[config.mk]
export PLATFORM = sky130hd
export DESIGN_NAME = ula_arbiter
export DESIGN_NICKNAME = d
export VERILOG_FILES = /design/src/rtl/ula_arbiter.sv
export SDC_FILE = /design/constraint.sdc
export NUM_CORES = 1
export LEC_CHECK = 0
export ABC_AREA = 0
export BUFFER_PORTS_ARGS = -buffer_cell sky130_fd_sc_hd__buf_2
export CORE_ASPECT_RATIO = 1.75
export CORE_MARGIN = 2
export CORE_UTILIZATION = 40
export DETAILED_ROUTE_END_ITERATION = 6
export GPL_ROUTABILITY_DRIVEN = 0
export PLACE_DENSITY_LB_ADDON = 0.1
export SLEW_MARGIN = 10
export SYNTH_ARGS = -nofsm -noshare
export SYNTH_HDL_FRONTEND = slang
export SYNTH_SLANG_ARGS = --single-unit
[constraint.sdc]
create_clock -name iCLK -period 2.1 [get_ports iCLK]
set_clock_uncertainty 0.1 [all_clocks]
set_input_delay 0.42 -clock iCLK [delete_from_list [all_inputs] [get_ports iCLK]]
set_output_delay 0.42 -clock iCLK [all_outputs]
set_load 0.005 [all_outputs]
[src/rtl/ula_arbiter.sv]
// rtl/ula_arbiter.sv - two-requester round-robin arbiter sharing one external combinational ULA
// Three-state FSM: IDLE arbitrates and latches operands, ISSUE captures the ULA, HOLD waits for release.
module ula_arbiter (
  input  logic       iCLK,
  input  logic       iRST,
  input  logic       req0,
  input  logic       req1,
  input  logic       sel0,
  input  logic       sel1,
  input  logic [3:0] a0,
  input  logic [3:0] b0,
  input  logic [3:0] a1,
  input  logic [3:0] b1,
  output logic       gnt0,
  output logic       gnt1,
  output logic       done0,
  output logic       done1,
  output logic [3:0] result,
  output logic       ovf,
  output logic       ula_sel,
  output logic [3:0] ula_a,
  output logic [3:0] ula_b,
  input  logic [3:0] ula_s,
  input  logic       ula_ovf,
  output logic       busy,
  output logic [7:0] ops_cnt
);

  typedef enum logic [1:0] {IDLE, ISSUE, HOLD} state_t;

  state_t     state, state_n;
  logic       cur, cur_n;
  logic       last_ptr, last_ptr_n;
  logic       win, req_cur;
  logic       gnt0_n, gnt1_n, done0_n, done1_n;
  logic [3:0] result_n;
  logic       ovf_n;
  logic       ula_sel_n;
  logic [3:0] ula_a_n, ula_b_n;
  logic       busy_n;
  logic [7:0] ops_cnt_n;

  always_ff @(posedge iCLK or posedge iRST) begin
    if (iRST) begin
      state    <= IDLE;
      cur      <= 1'b0;
      last_ptr <= 1'b1;
      gnt0     <= 1'b0;
      gnt1     <= 1'b0;
      done0    <= 1'b0;
      done1    <= 1'b0;
      result   <= 4'd0;
      ovf      <= 1'b0;
      ula_sel  <= 1'b0;
      ula_a    <= 4'd0;
      ula_b    <= 4'd0;
      busy     <= 1'b0;
      ops_cnt  <= 8'd0;
    end else begin
      state    <= state_n;
      cur      <= cur_n;
      last_ptr <= last_ptr_n;
      gnt0     <= gnt0_n;
      gnt1     <= gnt1_n;
      done0    <= done0_n;
      done1    <= done1_n;
      result   <= result_n;
      ovf      <= ovf_n;
      ula_sel  <= ula_sel_n;
      ula_a    <= ula_a_n;
      ula_b    <= ula_b_n;
      busy     <= busy_n;
      ops_cnt  <= ops_cnt_n;
    end
  end

  always_comb begin
    state_n    = state;
    cur_n      = cur;
    last_ptr_n = last_ptr;
    gnt0_n     = gnt0;
    gnt1_n     = gnt1;
    done0_n    = done0;
    done1_n    = done1;
    result_n   = result;
    ovf_n      = ovf;
    ula_sel_n  = ula_sel;
    ula_a_n    = ula_a;
    ula_b_n    = ula_b;
    ops_cnt_n  = ops_cnt;
    // On a tie the requester not served last wins; otherwise the sole requester.
    win        = (req0 && req1) ? ~last_ptr : req1;
    req_cur    = cur ? req1 : req0;

    case (state)
      IDLE: begin
        if (req0 || req1) begin
          state_n   = ISSUE;
          cur_n     = win;
          gnt0_n    = ~win;
          gnt1_n    = win;
          ula_sel_n = win ? sel1 : sel0;
          ula_a_n   = win ? a1 : a0;
          ula_b_n   = win ? b1 : b0;
        end
      end
      ISSUE: begin
        state_n   = HOLD;
        result_n  = ula_s;
        ovf_n     = ula_ovf;
        done0_n   = ~cur;
        done1_n   = cur;
        ops_cnt_n = ops_cnt + 8'd1;
      end
      HOLD: begin
        if (!req_cur) begin
          state_n    = IDLE;
          gnt0_n     = 1'b0;
          gnt1_n     = 1'b0;
          done0_n    = 1'b0;
          done1_n    = 1'b0;
          last_ptr_n = cur;
        end
      end
      default: state_n = IDLE;
    endcase

    busy_n = (state_n != IDLE);
  end

endmodule
==> summary.md <==
| Metric | Value |
|---|---|
| Synth Area per Inst | 11.3 sq um |
| FF+latch area | 777 sq um |
| Synth Flop Type | dfrtp_1 |
| Overall Global Routing Usage | 16.1% |
| DR pass1 iterations | 4 |
| Tot Pwr | 0.00282 W |
| DR iter-0 viols | 20 |
| H-Tree Depth | 2 |
| Main combinational cell family by area after synthesis | compound AO/OA/AOI/OAI gates |
| CP delay by family, top | flip-flops |
| Worst VDD drop | a little under 0.9 mV |
| Final setup violation count | 0 |
| Final worst-path setup slack | 0.408 ns |
| RSZ-0062 raised after global routing | false |
| Critical Path AT | 1.76 ns |
| PD cells | 1470 nW/um^2 |
| Post-Synth Simple-Gate Area | slightly below 9% |
| Setup CP Type | flip-flop to flip-flop |
| Initial antenna violation count | 0 |
| Multiplexer share of the synthesized area | 12.2% |
| Crit share post-route | 80.6% |
| Commonest cells post-synth | dfrtp_1 (30), nand2_1 (15), o21ai_1 (13) |
| Worst setup EP type | flip-flop |
| Post-Synth Adder-Cell Area | 4.19% |
| Antenna Nets Post-Route | 0 |
| Post-synth EDFFs | 0 |
| Worst-case reg-to-reg path depth | 6 |
| CP Data Required Time | 2.17 ns |
| Yosys warns | 0 |
| Clock slew at reported path FFs | 0.07 ns |
| Final-stage net count | 220 |
| Critical path cell sequence | inv_1, ha_1, o21ai_1, buf_4, nand2_1, o21ai_1 |
| Clock sink count | 31 |
| Fmax | 591 MHz |
| Diodes inserted | 0 |
| Async SR Flop Fraction | 100% |
| Worst slack, placed | 0.402 ns |
| Post-DP HPWL | 2300 um |
| Cell count after synthesis | 132 |
| Distinct cells, synth | 32 |
| CP peak stage delay | 0.44 ns |
| CTS Hold Buffers Added | 0 |
| Die Height | around 85 um |
| Die area | between 4000 and 5000 sq um |
| Leakage Power | roughly 1.0 nW |
| Layout cell share with drive strength beyond 1 | about two fifths |
| Seq cells post-synth | 31 |
| Clock Tree Buf Depth | 2 |
| Worst Path Buf+Inv | 2 |
| Fillers | 324 |
| Area contributors post-synth | dfrtp_1 (50%), mux2i_1 (6.7%), o21ai_1 (4.4%) |
| Vias per inst | between 4 and 5 |
| # DRC | 0 |
| CTS tree | done |
| Crit-path slowest cell | dfrtp_1 |
| Setup crit start kind | flip-flop |
| IO Count | 54 |
| Most frequent cell after synthesis | dfrtp_1 |
| Total CTS buffers | 5 |
| HP Class | primary input to async pin |
| Mapped Area | 1490 sq um |
| Area delta synth->final | 28.5% |
| Vias in the first global route | 1236 |
| Clock Tree Root | clkbuf_8 |
| Post-CTS Setup Bufs | 0 |
| Largest net degree at the start of global routing | 21 |
| Die W | 50.2 um |
| First-pass GRT wire length | 5200 um |
| Tmin final | between 1.5 and 2 ns |
| Rows | 29 |
| Via count of the routed design | 1148 |
| Post-synthesis compound-gate area fraction | between 10% and 20% |
| Max Slew Vio Count | 0 |
| Crit path max fanout | 18 |
| CP dominant cell by count | o21ai_1 |
| Most area-hungry cell type in the Yosys netlist | dfrtp_1 |
| Slew Limit Headroom | 65.2% |
| CTS resizes | 0 |
| WL per Instance | 13.2 um |
| Buffers on Ports | 53 |
| Post-Synth XOR/XNOR Area | 4.11% |
| Status | completed |
| Max Cap Viol | 0 |
| GR Overflow Total | 0 |
| Syn nets | 164 |
| TNS Setup | 0 ns |
| CORE AREA | 3590 sq um |
| Initial Util | 41.6% |
| Clock latency on the worst-skew pair | 0.28 ns |
| Slew @ Worst Pin | 0.522 ns |
| Multi-input logic area | 636 sq um |
| Routed wire length | about 3100 um |
| Sequential element share of the synthesized area | 52.1% |
| CP Depth | 6 |
| Top-area cell type share of the netlist area | 50.3% |
| Hold Fails Final Rpt | 0 |
| Fin util | approximately 53% |
area by class of cell:
class,instances,share of cell area (%)
Sequential cell,31,40.5
Multi-Input combinational cell,86,33.1
Timing Repair Buffer,56,15.7
Clock buffer,6,4.31
Tap cell,46,3.00
Clock inverter,2,1.83
Inverter,8,1.57
sequential cells by signal, summed over array words and instances, names as in the netlist, 2 cells and up:
register	count
ops_cnt	8
result	4
state	2
ula_a	4
ula_b	4
final timing paths:
path / from / endpoint / slack [ns]
worst max-delay path: state[1]$_DFF_PP0_ / ula_a[1]$_DFFE_PP0P_ / 0.41
worst min-delay path: iRST / ula_b[0]$_DFFE_PP0P_ / 0.06
worst max register to register: state[1]$_DFF_PP0_ / ula_a[1]$_DFFE_PP0P_ / 0.41
worst min register to register: ops_cnt[7]$_DFFE_PP0N_ / ops_cnt[7]$_DFFE_PP0N_ / 0.37
max in group asynchronous: iRST / last_ptr$_DFFE_PP1P_ / 1.27
min in group iCLK: ula_s[3] / result[3]$_DFFE_PP0N_ / 0.26
per-stage QoR:
step / instances / hold WS [ns] / instance area [sq um]
3_3_place_gp: 227 / 0.358 / 1800
2_1_floorplan: 132 / 0.365 / 1490
4_1_cts: 235 / 0.0700 / 1920
6_report: 235 / 0.0608 / 1920
3_5_place_dp: 227 / 0.356 / 1800
5_1_grt: 235 / 0.102 / 1920
logic make-up (layout without fill, tap and decap cells):
family | after synthesis | in the layout
muxes | 17 | 17
and+or+nand+nor | 28 | 28
buffers and inverters | 15 | 72
DFF | 31 | 31
xor gates and xnor gates | 7 | 7
adders and majority gates | 5 | 5
AOI/OAI and AO/OA | 29 | 29
layer usage:
layer	GRT usage [%]	wire (um)	vias to the layer above
met3	3.70	142	7
met4	10.1	70	0
met1	16.5	1230	540
li1	-	-	563
met5	0	0	-
met2	28.3	1650	38
where the power goes:
group          internal, W  switching, W
Combinational     0.000573      0.000540
Clock             0.000384      0.000227
Sequential        0.000881      0.000217
cells in the final DEF (no fill, tap or decap):
| master | synthesis | final |
|---|---|---|
| bufinv_16 | 0 | 1 |
| a22oi_4 | 1 | 1 |
| a21oi_1 | 5 | 5 |
| buf_12 | 0 | 1 |
| mux2i_1 | 10 | 10 |
| nand2_1 | 15 | 15 |
| mux2_1 | 1 | 1 |
| xor2_1 | 3 | 3 |
| inv_2 | 1 | 1 |
| nand4_1 | 3 | 3 |
| buf_4 | 0 | 2 |
| o22a_1 | 1 | 1 |
| nor2_1 | 6 | 6 |
| dfrtp_1 | 30 | 30 |
| a21oi_4 | 1 | 1 |
| nand2b_1 | 1 | 1 |
| ha_1 | 5 | 5 |
| dfstp_2 | 1 | 1 |
| a22o_1 | 2 | 2 |
| o22ai_2 | 1 | 1 |
| inv_1 | 7 | 7 |
| mux2_2 | 5 | 5 |
| a2bb2oi_1 | 1 | 1 |
| buf_2 | 4 | 53 |
| a31oi_1 | 1 | 1 |
| o22ai_1 | 2 | 2 |
| mux2_4 | 1 | 1 |
| nand2b_4 | 1 | 1 |
| clkinv_2 | 0 | 1 |
| o21ai_0 | 1 | 1 |
| o21ai_1 | 13 | 13 |
| and3_1 | 2 | 2 |
| clkbuf_8 | 0 | 6 |
| xnor2_1 | 4 | 4 |
Power figures use the tool's default switching activity.
